`config.mk`:
```
export PLATFORM = sky130hd
export DESIGN_NAME = seg_scan_ctrl
export DESIGN_NICKNAME = d
export VERILOG_FILES = /design/src/rtl/seg_scan_ctrl.sv
export SDC_FILE = /design/constraint.sdc
export NUM_CORES = 1
export LEC_CHECK = 0
export BUFFER_PORTS_ARGS = -buffer_cell sky130_fd_sc_hd__buf_2
export CORE_MARGIN = 1.5
export CORE_UTILIZATION = 55
export DETAILED_ROUTE_END_ITERATION = 6
export PLACE_DENSITY = 0.88
export SKIP_CTS_REPAIR_TIMING = 1
export SLEW_MARGIN = 25
export SYNTH_ARGS = -nofsm -noshare
export SYNTH_HDL_FRONTEND = slang
export SYNTH_SLANG_ARGS = --single-unit
```
`constraint.sdc`:
```
create_clock -name clk -period 2.75 [get_ports clk]
set_input_delay 0.1375 -clock clk [delete_from_list [all_inputs] [get_ports clk]]
set_output_delay 0.1375 -clock clk [all_outputs]
set_load 0.02 [all_outputs]
```
`src/rtl/seg_scan_ctrl.sv`:
```
// rtl/seg_scan_ctrl.sv - time-multiplexed 7-segment scan controller with
// double-buffered BCD frame, anti-ghost blanking and leading-zero suppression.
module seg_scan_ctrl #(
  parameter int DIGITS = 4,
  parameter int DIV    = 16,
  parameter int BLANK  = 2
) (
  input  logic                  clk,
  input  logic                  reset,
  input  logic                  enable,
  input  logic                  lzs,
  input  logic                  load,
  input  logic [4*DIGITS-1:0]   data_in,
  output logic [DIGITS-1:0]     dig_sel,
  output logic [6:0]            seg,
  output logic                  err,
  output logic                  frame_done
);

  localparam int CW = $clog2(DIV);
  localparam int IW = $clog2(DIGITS);
  localparam logic [CW-1:0] DIV_LAST = CW'(DIV - 1);
  localparam logic [CW-1:0] BLANK_C  = CW'(BLANK);
  localparam logic [IW-1:0] DIG_LAST = IW'(DIGITS - 1);

  logic [CW-1:0]          div_cnt;
  logic [IW-1:0]          dig_idx;
  logic [4*DIGITS-1:0]    shadow;
  logic [4*DIGITS-1:0]    disp;
  logic                   pending;
  logic                   fb;

  logic [3:0]             cur;
  logic [DIGITS-1:0]      zero_from;
  logic                   suppress;
  logic [DIGITS-1:0]      one_hot;
  logic [DIGITS-1:0]      dig_sel_d;
  logic [6:0]             seg_d;
  logic                   err_d;

  function automatic logic [6:0] decode(input logic [3:0] d);
    case (d)
      4'd0:    decode = 7'b1111110;
      4'd1:    decode = 7'b0110000;
      4'd2:    decode = 7'b1101101;
      4'd3:    decode = 7'b1111001;
      4'd4:    decode = 7'b0110011;
      4'd5:    decode = 7'b1011011;
      4'd6:    decode = 7'b1011111;
      4'd7:    decode = 7'b1110000;
      4'd8:    decode = 7'b1111111;
      4'd9:    decode = 7'b1111011;
      default: decode = 7'b0000000;
    endcase
  endfunction

  assign fb = enable && (div_cnt == DIV_LAST) && (dig_idx == DIG_LAST);

  always_ff @(posedge clk or negedge reset) begin
    if (!reset) begin
      div_cnt <= '0;
      dig_idx <= '0;
    end else if (!enable) begin
      div_cnt <= '0;
      dig_idx <= '0;
    end else if (div_cnt == DIV_LAST) begin
      div_cnt <= '0;
      dig_idx <= (dig_idx == DIG_LAST) ? '0 : dig_idx + IW'(1);
    end else begin
      div_cnt <= div_cnt + CW'(1);
    end
  end

  // disp only moves on a frame boundary so a frame is never torn
  always_ff @(posedge clk or negedge reset) begin
    if (!reset) begin
      shadow  <= '0;
      disp    <= '0;
      pending <= 1'b0;
    end else if (load) begin
      shadow <= data_in;
      if (fb) begin
        disp    <= data_in;
        pending <= 1'b0;
      end else begin
        pending <= 1'b1;
      end
    end else if (fb && pending) begin
      disp    <= shadow;
      pending <= 1'b0;
    end
  end

  // zero_from[i]: digit i and every digit above it are zero
  always_comb begin
    zero_from = '0;
    for (int i = 0; i < DIGITS; i++) begin
      zero_from[i] = 1'b1;
      for (int j = i; j < DIGITS; j++) begin
        if (disp[4*j +: 4] != 4'd0) zero_from[i] = 1'b0;
      end
    end
  end

  assign cur      = disp[{dig_idx, 2'b00} +: 4];
  assign suppress = lzs && (dig_idx != '0) && zero_from[dig_idx];
  assign one_hot  = DIGITS'(1) << dig_idx;

  always_comb begin
    dig_sel_d = '0;
    seg_d     = '0;
    err_d     = 1'b0;
    if (enable && (div_cnt >= BLANK_C)) begin
      if (cur > 4'd9) begin
        dig_sel_d = one_hot;
        err_d     = 1'b1;
      end else if (!suppress) begin
        dig_sel_d = one_hot;
        seg_d     = decode(cur);
      end
    end
  end

  always_ff @(posedge clk or negedge reset) begin
    if (!reset) begin
      dig_sel    <= '0;
      seg        <= '0;
      err        <= 1'b0;
      frame_done <= 1'b0;
    end else begin
      dig_sel    <= dig_sel_d;
      seg        <= seg_d;
      err        <= err_d;
      frame_done <= fb;
    end
  end

endmodule

```
==> impl_metrics.yaml <==
outcome:
  status: "completed"
clock_network:
  clock_sinks: 52
  cts_tree: "done"
  cts_buffers: 5
  h-tree-depth: 2
  cts.clk_slew.worst_paths_ns: 0.08
  clock_latency_ns: 0.29
  clockBufferDepth: 2
  root_buffer: "clkbuf_8"
logic_synthesis:
  synthTopCellsByCount: "dfrtp_1 (52), mux2_2 (22), ha_1 (14), nor2_1 (11)"
  synth_top_area_share_pct: 54.8
  synth-seq-area-share_pct: 54.8
  synth-edff-count: 0
  ys_ff_latch: 52
  ys_dominant_reg_cell: "dfrtp_1"
  syn_avg_cell_area_um2: 13.6
  async_reset_ff_share_pct: 100
  synth.area.top_cells: "dfrtp_1 (55%), mux2_2 (10%), ha_1 (7.4%)"
  synth_warnings: 0
  syn_inst: 175
  synthesis.area_mm2: 0.00238
  yosys.area.top_type: "dfrtp_1"
  synth_cell_types: 33
  synth_most_common_cell: "dfrtp_1"
  synthesis.nets: 210
floorplan:
  fp.dieH_um: 68.7
  ios: 34
  initial_core_util_pct: 58.1
  num_rows: 23
  die_w_um: 68.7
  dieArea_mm2: 0.00472
  coreArea_mm2: 0.00409
timing:
  fin_crit_sh_pct: 83.6
  skew_ns: 0.00669
  fin_crit_ns: 2.30
  relSlewSlack_pct: 57.9
  hold_viol: 0
  worst_pin_slew_ns: 0.632
  fin_tns_setup_ns: 0
  maxSlewViolCount: 0
  setup_viol: 0
  rsz0062_at_grt: "no"
  fmax_mhz: 435
global_routing:
  grt_usage_pct: 18.5
  grt_antenna_before_repair: 0
  grt.overflow.total: 0
  grt_pass1_wl_um: 6210
  grt_pass1_vias: 1346
  grt_start_max_net_pins: 53
finish:
  fin_util_pct: 65.3
  finish.instance_area_mm2: 0.00267
  nNetsFinal: 246
  area_growth_pct: 12.3
  drive_gt1_share_pct: 32.9
  n_antenna_cell: 0
pwr:
  p_per_area_mw_per_mm2: 531
  peakVddDrop_mv: 0.357
  power.leakage_nw: 1.34
  p_total_mw: 1.42
route:
  route.met2.wl_um: 1930
  topRoutingLayerUsed: "met4"
  drc: 0
  drtIter0Drc: 89
  wl_met3_um: 168
  dr.pass1.iters: 4
  post_drt_wl_per_cell_um: 14.8
  vias: 1395
  ant_nets: 0
  vias_per_cell: 5.37
  drt_wl_total_um: 3840
  met1_length_um: 1680
worst_hold_path:
  min_path_type: "primary input to flop"
setup_path:
  critPathCapture: "seg[0]"
  r2r_cells: 7
  critPathCaptureType: "flop"
  r2r_start: "dig_idx[0]"
  worstPathMaxFanout: 10
  critPathLaunchType: "flop"
  reg2reg_slack_ns: 0.45
  rr_endpoint: "seg[0]"
  cp_data_required_time_ns: 2.96
  critical_path_class: "flop to flop"
  critPathArrivalTime_ns: 2.51
  crit_path_start: "dig_idx[0]"
placed_design:
  place_hpwl_um: 2730
  globalplace.congestion: 0.849
  io_buffers: 33
  place_area_mm2: 0.00256
job:
  max_cap_viol_count: 0
final cells by class:
cell class,instances,area [um^2]
tap,50,62.6
fill,295,1420
inverter,7,26.3
clock buffer,5,68.8
sequential,52,1300
multi-input combinational,110,995
timing repair buffer,35,185
clock inverter,1,30.0
worst min-delay path by stage:
stage                start         end  slack (ns)  depth (start not counted)
6_report       data_in[11]  shadow[11]        0.09                          2
4_1_cts              reset   shadow[6]       -0.12                          1
3_5_place_dp         reset  shadow[11]        0.20                          1
2_1_floorplan        reset  dig_idx[0]       -0.16                          0
5_1_grt         data_in[4]   shadow[4]        0.08                          2
3_3_place_gp    data_in[4]   shadow[4]        0.39                          2
state kept, by name (all words and copies together) (netlist names):
name and count:
err 1, div_cnt 4, dig_sel 4, dig_idx 2, seg 7, pending 1
disp 16, frame_done 1, shadow 16
metrics by stage:
step                setup slack, ns  hold slack (ns)  std cells
floorplan                     0.742           -0.158        175
global placement              0.607            0.393        253
detailed placement            0.450            0.202        253
CTS                           0.429           -0.124        259
global route                  0.272           0.0833        260
finish                        0.450           0.0874        260
routing by layer:
layer,vias up,track usage [%]
met3,5,4.87
met5,-,0
li1,677,-
met4,0,7.35
met1,681,22.4
met2,32,31.4
where the power goes:
part	total [mW]	switching, mW	internal [mW]
Clock	0.479	0.218	0.261
Combinational	0.123	0.0704	0.0527
Sequential	0.815	0.0132	0.802
Total	1.42	0.301	1.12
worst max-delay path: stages, from the launching register on:
cell	delay, ns
dfrtp_1	0.56
mux4_1	0.72
inv_1	0.19
ha_1	0.19
nor2_1	0.07
o21ai_4	0.17
nand3_1	0.15
a21oi_1	0.17
cells by family (layout without fill, tap and decap cells):
family                     after synthesis  after routing  share of synthesized area, %
DFF                                     52             52                          54.8
adders and majority gates               14             14                          7.37
and+or+nand+nor                         41             41                          9.85
AOI/OAI and AO/OA                       18             18                          5.00
muxes                                   36             36                          19.3
buffers and inverters                   13             48                          3.37
xor gates and xnor gates                 1              1                         0.369
cells in the final DEF, fill, tap and decap left out, drive strengths merged:
cell type,Yosys,routed
a211o,1,1
mux4,4,4
nor2b,1,1
or2b,1,1
mux2,32,32
and2,3,3
o41a,1,1
a21boi,1,1
nand3b,1,1
nand2,5,5
dfrtp,52,52
bufinv,0,1
and2b,1,1
nor3b,1,1
ha,14,14
o21a,1,1
nor3,1,1
clkbuf,1,5
o21ai,4,4
nor4,4,4
dlygate4sd3,0,1
a21oi,10,10
nand3,3,3
xor2,1,1
and3,6,6
nand2b,2,2
buf,5,34
nand4,1,1
nor2,11,11
inv,7,7
Note: power is estimated with default switching activity, not from simulation.
